===== src/rtl/eq1_if.sv =====
// Bundle of the eq1 sample input and result/statistics outputs.
// Handshake: valid-only. A sample {a,b,c,d} is taken on every rising clk
// edge where in_valid=1; there is no ready, the block accepts one sample per
// cycle forever. out_valid=1 marks the single cycle in which o/idx show the
// result of the sample accepted on the previous edge.
interface eq1_if;
  logic        in_valid;
  logic        a;
  logic        b;
  logic        c;
  logic        d;
  logic        o;
  logic        out_valid;
  logic [3:0]  idx;
  logic [15:0] seen;
  logic        all_seen;
  logic [7:0]  ones_cnt;

  // Sample producer side (bench or upstream logic).
  modport master (
    output in_valid, a, b, c, d,
    input  o, out_valid, idx, seen, all_seen, ones_cnt
  );

  // The eq1 block itself.
  modport slave (
    input  in_valid, a, b, c, d,
    output o, out_valid, idx, seen, all_seen, ones_cnt
  );
endinterface


===== src/rtl/eq1.sv =====
// eq1: registered evaluation of o = (~a & b) | (c & d) over a stream of
// 4-bit minterms {a,b,c,d}, plus coverage (seen/all_seen) and a saturating
// count of samples whose result was 1.
module eq1 (
  input  logic  clk,
  input  logic  rst,
  eq1_if.slave  bus
);

  logic [3:0]  idx_in;
  logic        eq_res;
  logic        o_q;
  logic        out_valid_q;
  logic [3:0]  idx_q;
  logic [15:0] seen_q;
  logic [7:0]  ones_cnt_q;

  assign idx_in = {bus.a, bus.b, bus.c, bus.d};
  assign eq_res = (~bus.a & bus.b) | (bus.c & bus.d);

  // One-cycle valid pulse following each accepted sample.
  always_ff @(posedge clk or posedge rst) begin
    if (rst) out_valid_q <= 1'b0;
    else     out_valid_q <= bus.in_valid;
  end

  // Result and index registers; they hold through idle cycles.
  always_ff @(posedge clk or posedge rst) begin
    if (rst) begin
      o_q   <= 1'b0;
      idx_q <= 4'd0;
    end else if (bus.in_valid) begin
      o_q   <= eq_res;
      idx_q <= idx_in;
    end
  end

  // Sticky minterm coverage; bits only ever get set outside reset.
  always_ff @(posedge clk or posedge rst) begin
    if (rst)               seen_q <= 16'h0000;
    else if (bus.in_valid) seen_q <= seen_q | (16'h0001 << idx_in);
  end

  // Count of ones, saturating at 255 instead of wrapping.
  always_ff @(posedge clk or posedge rst) begin
    if (rst)                                             ones_cnt_q <= 8'd0;
    else if (bus.in_valid && eq_res && ones_cnt_q != 8'hFF) ones_cnt_q <= ones_cnt_q + 8'd1;
  end

  assign bus.o         = o_q;
  assign bus.out_valid = out_valid_q;
  assign bus.idx       = idx_q;
  assign bus.seen      = seen_q;
  assign bus.all_seen  = &seen_q;
  assign bus.ones_cnt  = ones_cnt_q;

endmodule


===== src/flat_wrapper.sv =====
// flat-port wrapper written by rule: the top's interface ports become plain ports
module eq1_flat 
  (clk, rst, bus_in_valid, bus_a, bus_b, bus_c, bus_d, bus_o, bus_out_valid, bus_idx, bus_seen, bus_all_seen, bus_ones_cnt);
  eq1_if bus_i ();
  input  logic clk;
  input  logic rst;
  input wire logic [$bits(bus_i.in_valid)-1:0] bus_in_valid;
  input wire logic [$bits(bus_i.a)-1:0] bus_a;
  input wire logic [$bits(bus_i.b)-1:0] bus_b;
  input wire logic [$bits(bus_i.c)-1:0] bus_c;
  input wire logic [$bits(bus_i.d)-1:0] bus_d;
  output wire logic [$bits(bus_i.o)-1:0] bus_o;
  output wire logic [$bits(bus_i.out_valid)-1:0] bus_out_valid;
  output wire logic [$bits(bus_i.idx)-1:0] bus_idx;
  output wire logic [$bits(bus_i.seen)-1:0] bus_seen;
  output wire logic [$bits(bus_i.all_seen)-1:0] bus_all_seen;
  output wire logic [$bits(bus_i.ones_cnt)-1:0] bus_ones_cnt;
  assign bus_i.in_valid = bus_in_valid;
  assign bus_i.a = bus_a;
  assign bus_i.b = bus_b;
  assign bus_i.c = bus_c;
  assign bus_i.d = bus_d;
  assign bus_o = bus_i.o;
  assign bus_out_valid = bus_i.out_valid;
  assign bus_idx = bus_i.idx;
  assign bus_seen = bus_i.seen;
  assign bus_all_seen = bus_i.all_seen;
  assign bus_ones_cnt = bus_i.ones_cnt;
  eq1 u_core (.clk(clk), .rst(rst), .bus(bus_i));
endmodule

===== config.mk =====
export PLATFORM = sky130hd
export DESIGN_NAME = eq1_flat
export DESIGN_NICKNAME = d
export VERILOG_FILES = /design/src/rtl/eq1_if.sv /design/src/rtl/eq1.sv /design/src/flat_wrapper.sv
export SDC_FILE = /design/constraint.sdc
export NUM_CORES = 1
export LEC_CHECK = 0
export CAP_MARGIN = 20
export CELL_PAD_IN_SITES_DETAIL_PLACEMENT = 2
export CELL_PAD_IN_SITES_GLOBAL_PLACEMENT = 2
export CORE_MARGIN = 2
export CORE_UTILIZATION = 27
export DETAILED_ROUTE_END_ITERATION = 10
export GPL_TIMING_DRIVEN = 0
export PLACE_DENSITY = 0.72
export SYNTH_ARGS = -nofsm -noshare
export SYNTH_HDL_FRONTEND = slang
export SYNTH_SLANG_ARGS = --single-unit

===== constraint.sdc =====
create_clock -name clk -period 1.2 [get_ports clk]
set_input_delay 0.18 -clock clk [delete_from_list [all_inputs] [get_ports clk]]
set_output_delay 0.18 -clock clk [all_outputs]
set_load 0.005 [all_outputs]

==> run summary <==
outcome -> finished with violations
failing checks -> negative setup slack
Slew HR -> 63.9%
CTS Buffer Depth -> 2
Initial Utilization -> 27.8%
Syn Inst Count -> 104
gr usage total -> 16.7%
Die X -> 73.3 um
sw frac -> 31.6%
ant diodes -> 0
Comb power frac -> 38.3%
Yosys cell types -> 31
Worst setup EP type -> output port
WL per Instance -> 18.0 um
final cycle utilization of the critical path -> 118%
WS Path Type -> reg -> out
Arrival @ worst endpoint -> 1230 ps
worst skew pair latency -> 270 ps
WHS -> 74.5 ps
1st-iter DRT viols -> 34
reg-to-reg slack, setup -> -170 ps
core area -> 0.00466 mm^2
synthesized flop and latch total -> 30
Req. time, crit path -> 1020 ps
CTS tree -> yes
CP Launch Type -> register
via count -> 1120
dpl hpwl -> 2560 um
Area Overhead vs Synth -> 66.2%
part of the Yosys area used for sequential elements -> 57.9%
layout cells sized above 1 -> 46.9%
Detail Route Antenna Nets -> 0
Max VDD drop -> 0.501 mV
Max Fanout on Critical Path -> 3
Final min period -> 1410 ps
drt total wl -> 4170 um
# IOs -> 38
Async S/R FF share, synth -> 100%
# setup viols final -> 9
nets@finish -> 184
total clock sinks -> 30
DRC -> 0
clk root buf -> clkbuf_8
1st-pass router iterations -> 4
Layout fillers -> 467
Post-synth EDFFs -> 0
DIE AREA -> 0.00537 mm^2
Reg clk slew, reported paths -> 70 ps
first-pass GRT wire length -> 6690 um
pwr dens -> 1730 mW/mm^2
total CTS buffers -> 5
die height -> 73.3 um
GP Congestion -> 0.750
initial antenna violation count -> 0
synthesized cell area -> 0.00130 mm^2
HP Class -> in -> reg
vias in the first global route -> 1251
H-tree depth -> 2
Mean Syn Cell Area -> 12.5 um^2
worst setup margin -> -214 ps
RSZ-0062 raised after global routing -> yes
Post-Syn Nets -> 112
most common cell after layout, fill and taps aside -> dlygate4sd2_1
cell area after placement -> 0.00177 mm^2
commonest cells after routing, fill and taps aside -> dlygate4sd2_1, dfrtp_1, buf_4
design area -> 0.00215 mm^2
maximum clock rate -> 707 MHz
Flop pwr share -> 39.4%
Buffers on Ports -> 36
Max Cap Viol -> 0
ys flop type -> dfrtp_1
Static Leak -> 0.951 nW
max-slew violations -> 0
pin count of the biggest net entering global routing -> 21
yosys warns -> 0
routed vias/inst -> 4.85
Power Internal -> 2.56 mW
total grt overflow -> 0
post-layout util -> 46.2%
skew final -> 1.75 ps
sw power -> 1.18 mW
Clock Power Share -> 22.3%
Final Hold Vio Count -> 0
Worst-Margin Slew -> 541 ps
Core Rows -> 25
cell usage after synthesis, types with 2 or more instances:
| cell type | number | area [um^2] |
|---|---|---|
| a21o_1 | 3 | 22.5 |
| clkbuf_1 | 4 | 15.0 |
| mux2_4 | 2 | 30.0 |
| nor3_1 | 4 | 20.0 |
| xor2_1 | 5 | 43.8 |
| o21ai_0 | 2 | 10.0 |
| a31o_2 | 9 | 78.8 |
| nand4_1 | 5 | 31.3 |
| nor2b_1 | 2 | 12.5 |
| a41o_1 | 2 | 20.0 |
| o21bai_1 | 3 | 22.5 |
| nand2_1 | 4 | 15.0 |
| inv_1 | 3 | 11.3 |
| nor2_1 | 3 | 11.3 |
| nand3_1 | 5 | 25.0 |
| dfrtp_1 | 30 | 751 |
| mux2_2 | 3 | 33.8 |
| nor2_2 | 2 | 12.5 |
power by group through the flow:
stage,Combinational [mW],Clock (mW),Sequential [mW]
finish,1.43,0.835,1.47
detailed placement,0.971,0,1.50
floorplan,0.377,0,1.46
global route,1.56,0.918,1.50
CTS,1.30,0.861,1.46
global placement,0.925,0,1.48
state kept, by name, indices dropped and copies added, names as in the netlist:
name / cells
u_core.bus.idx: 4
u_core.bus.o: 1
u_core.bus.ones_cnt: 8
u_core.bus.seen: 16
u_core.bus.out_valid: 1
layer usage:
metal	global-route usage, %	routed length (um)	share of wire [%]	vias to the layer above
li1	-	-	-	519
met1	21.6	1830	44	569
met2	27.9	2170	52	30
met3	4.66	154	3.7	2
met4	3.64	11	0.26	0
met5	0	0	0	-
what timing repair did:
| item | CTS | global route |
|---|---|---|
| endpoints found under the setup margin | 56 | 25 |
| hold buffers | 0 | 0 |
| setup buffers | 22 | 7 |
| pin swaps | 11 | 11 |
| gates resized for setup | 62 | 22 |
through the flow:
| step | power, mW | std cells | setup TNS [ps] | setup WS [ps] |
|---|---|---|---|---|
| after global routing | 3.98 | 231 | -1970 | -314 |
| after global placement | 2.41 | 194 | -23090 | -547 |
| after CTS | 3.62 | 224 | -737 | -198 |
| after floorplan | 1.84 | 104 | -386 | -143 |
| final | 3.74 | 231 | -1330 | -214 |
| after detailed placement | 2.47 | 195 | -12350 | -582 |
kinds of logic (layout without fill, tap and decap cells):
logic type / after synthesis / after routing / share of synthesized area [%]
compound gates: 21 / 21 / 13.7
xor+xnor: 5 / 5 / 3.38
fa+ha+maj: 1 / 1 / 0.965
buf+inv: 9 / 82 / 3.28
flops: 30 / 30 / 57.9
mux: 5 / 5 / 4.92
simple gates: 33 / 33 / 15.8
final cells by class:
type	instances	area [um^2]	share of cell area, %
inverters	3	11.3	0.523
flip-flops and latches	30	754	35.0
well taps	54	67.6	3.14
clock inverters	1	5.00	0.232
multi-input cells	65	607	28.2
clock buffers	7	86.3	4.01
repair buffers	65	576	26.7
plain buffers	6	47.5	2.21
path summary, 6_finish.rpt:
kind                                         from                      to  depth (start not counted)
hold / removal                       bus_in_valid    u_core.bus.out_valid                          1
setup / recovery              u_core.bus.seen[15]            bus_all_seen                          3
setup reg to reg           u_core.bus.ones_cnt[3]  u_core.bus.ones_cnt[1]                          4
max in group asynchronous                     rst       u_core.bus.idx[1]                          3
min in group asynchronous                     rst  u_core.bus.ones_cnt[7]                          2
hold reg to reg                u_core.bus.seen[0]      u_core.bus.seen[0]                          1
critical path, cell delays in order (launching register included):
cell     delay [ps]
dfrtp_1         370
nand4_1         150
nor4_2          280
buf_2           160
(Power assumes the default switching activity.)
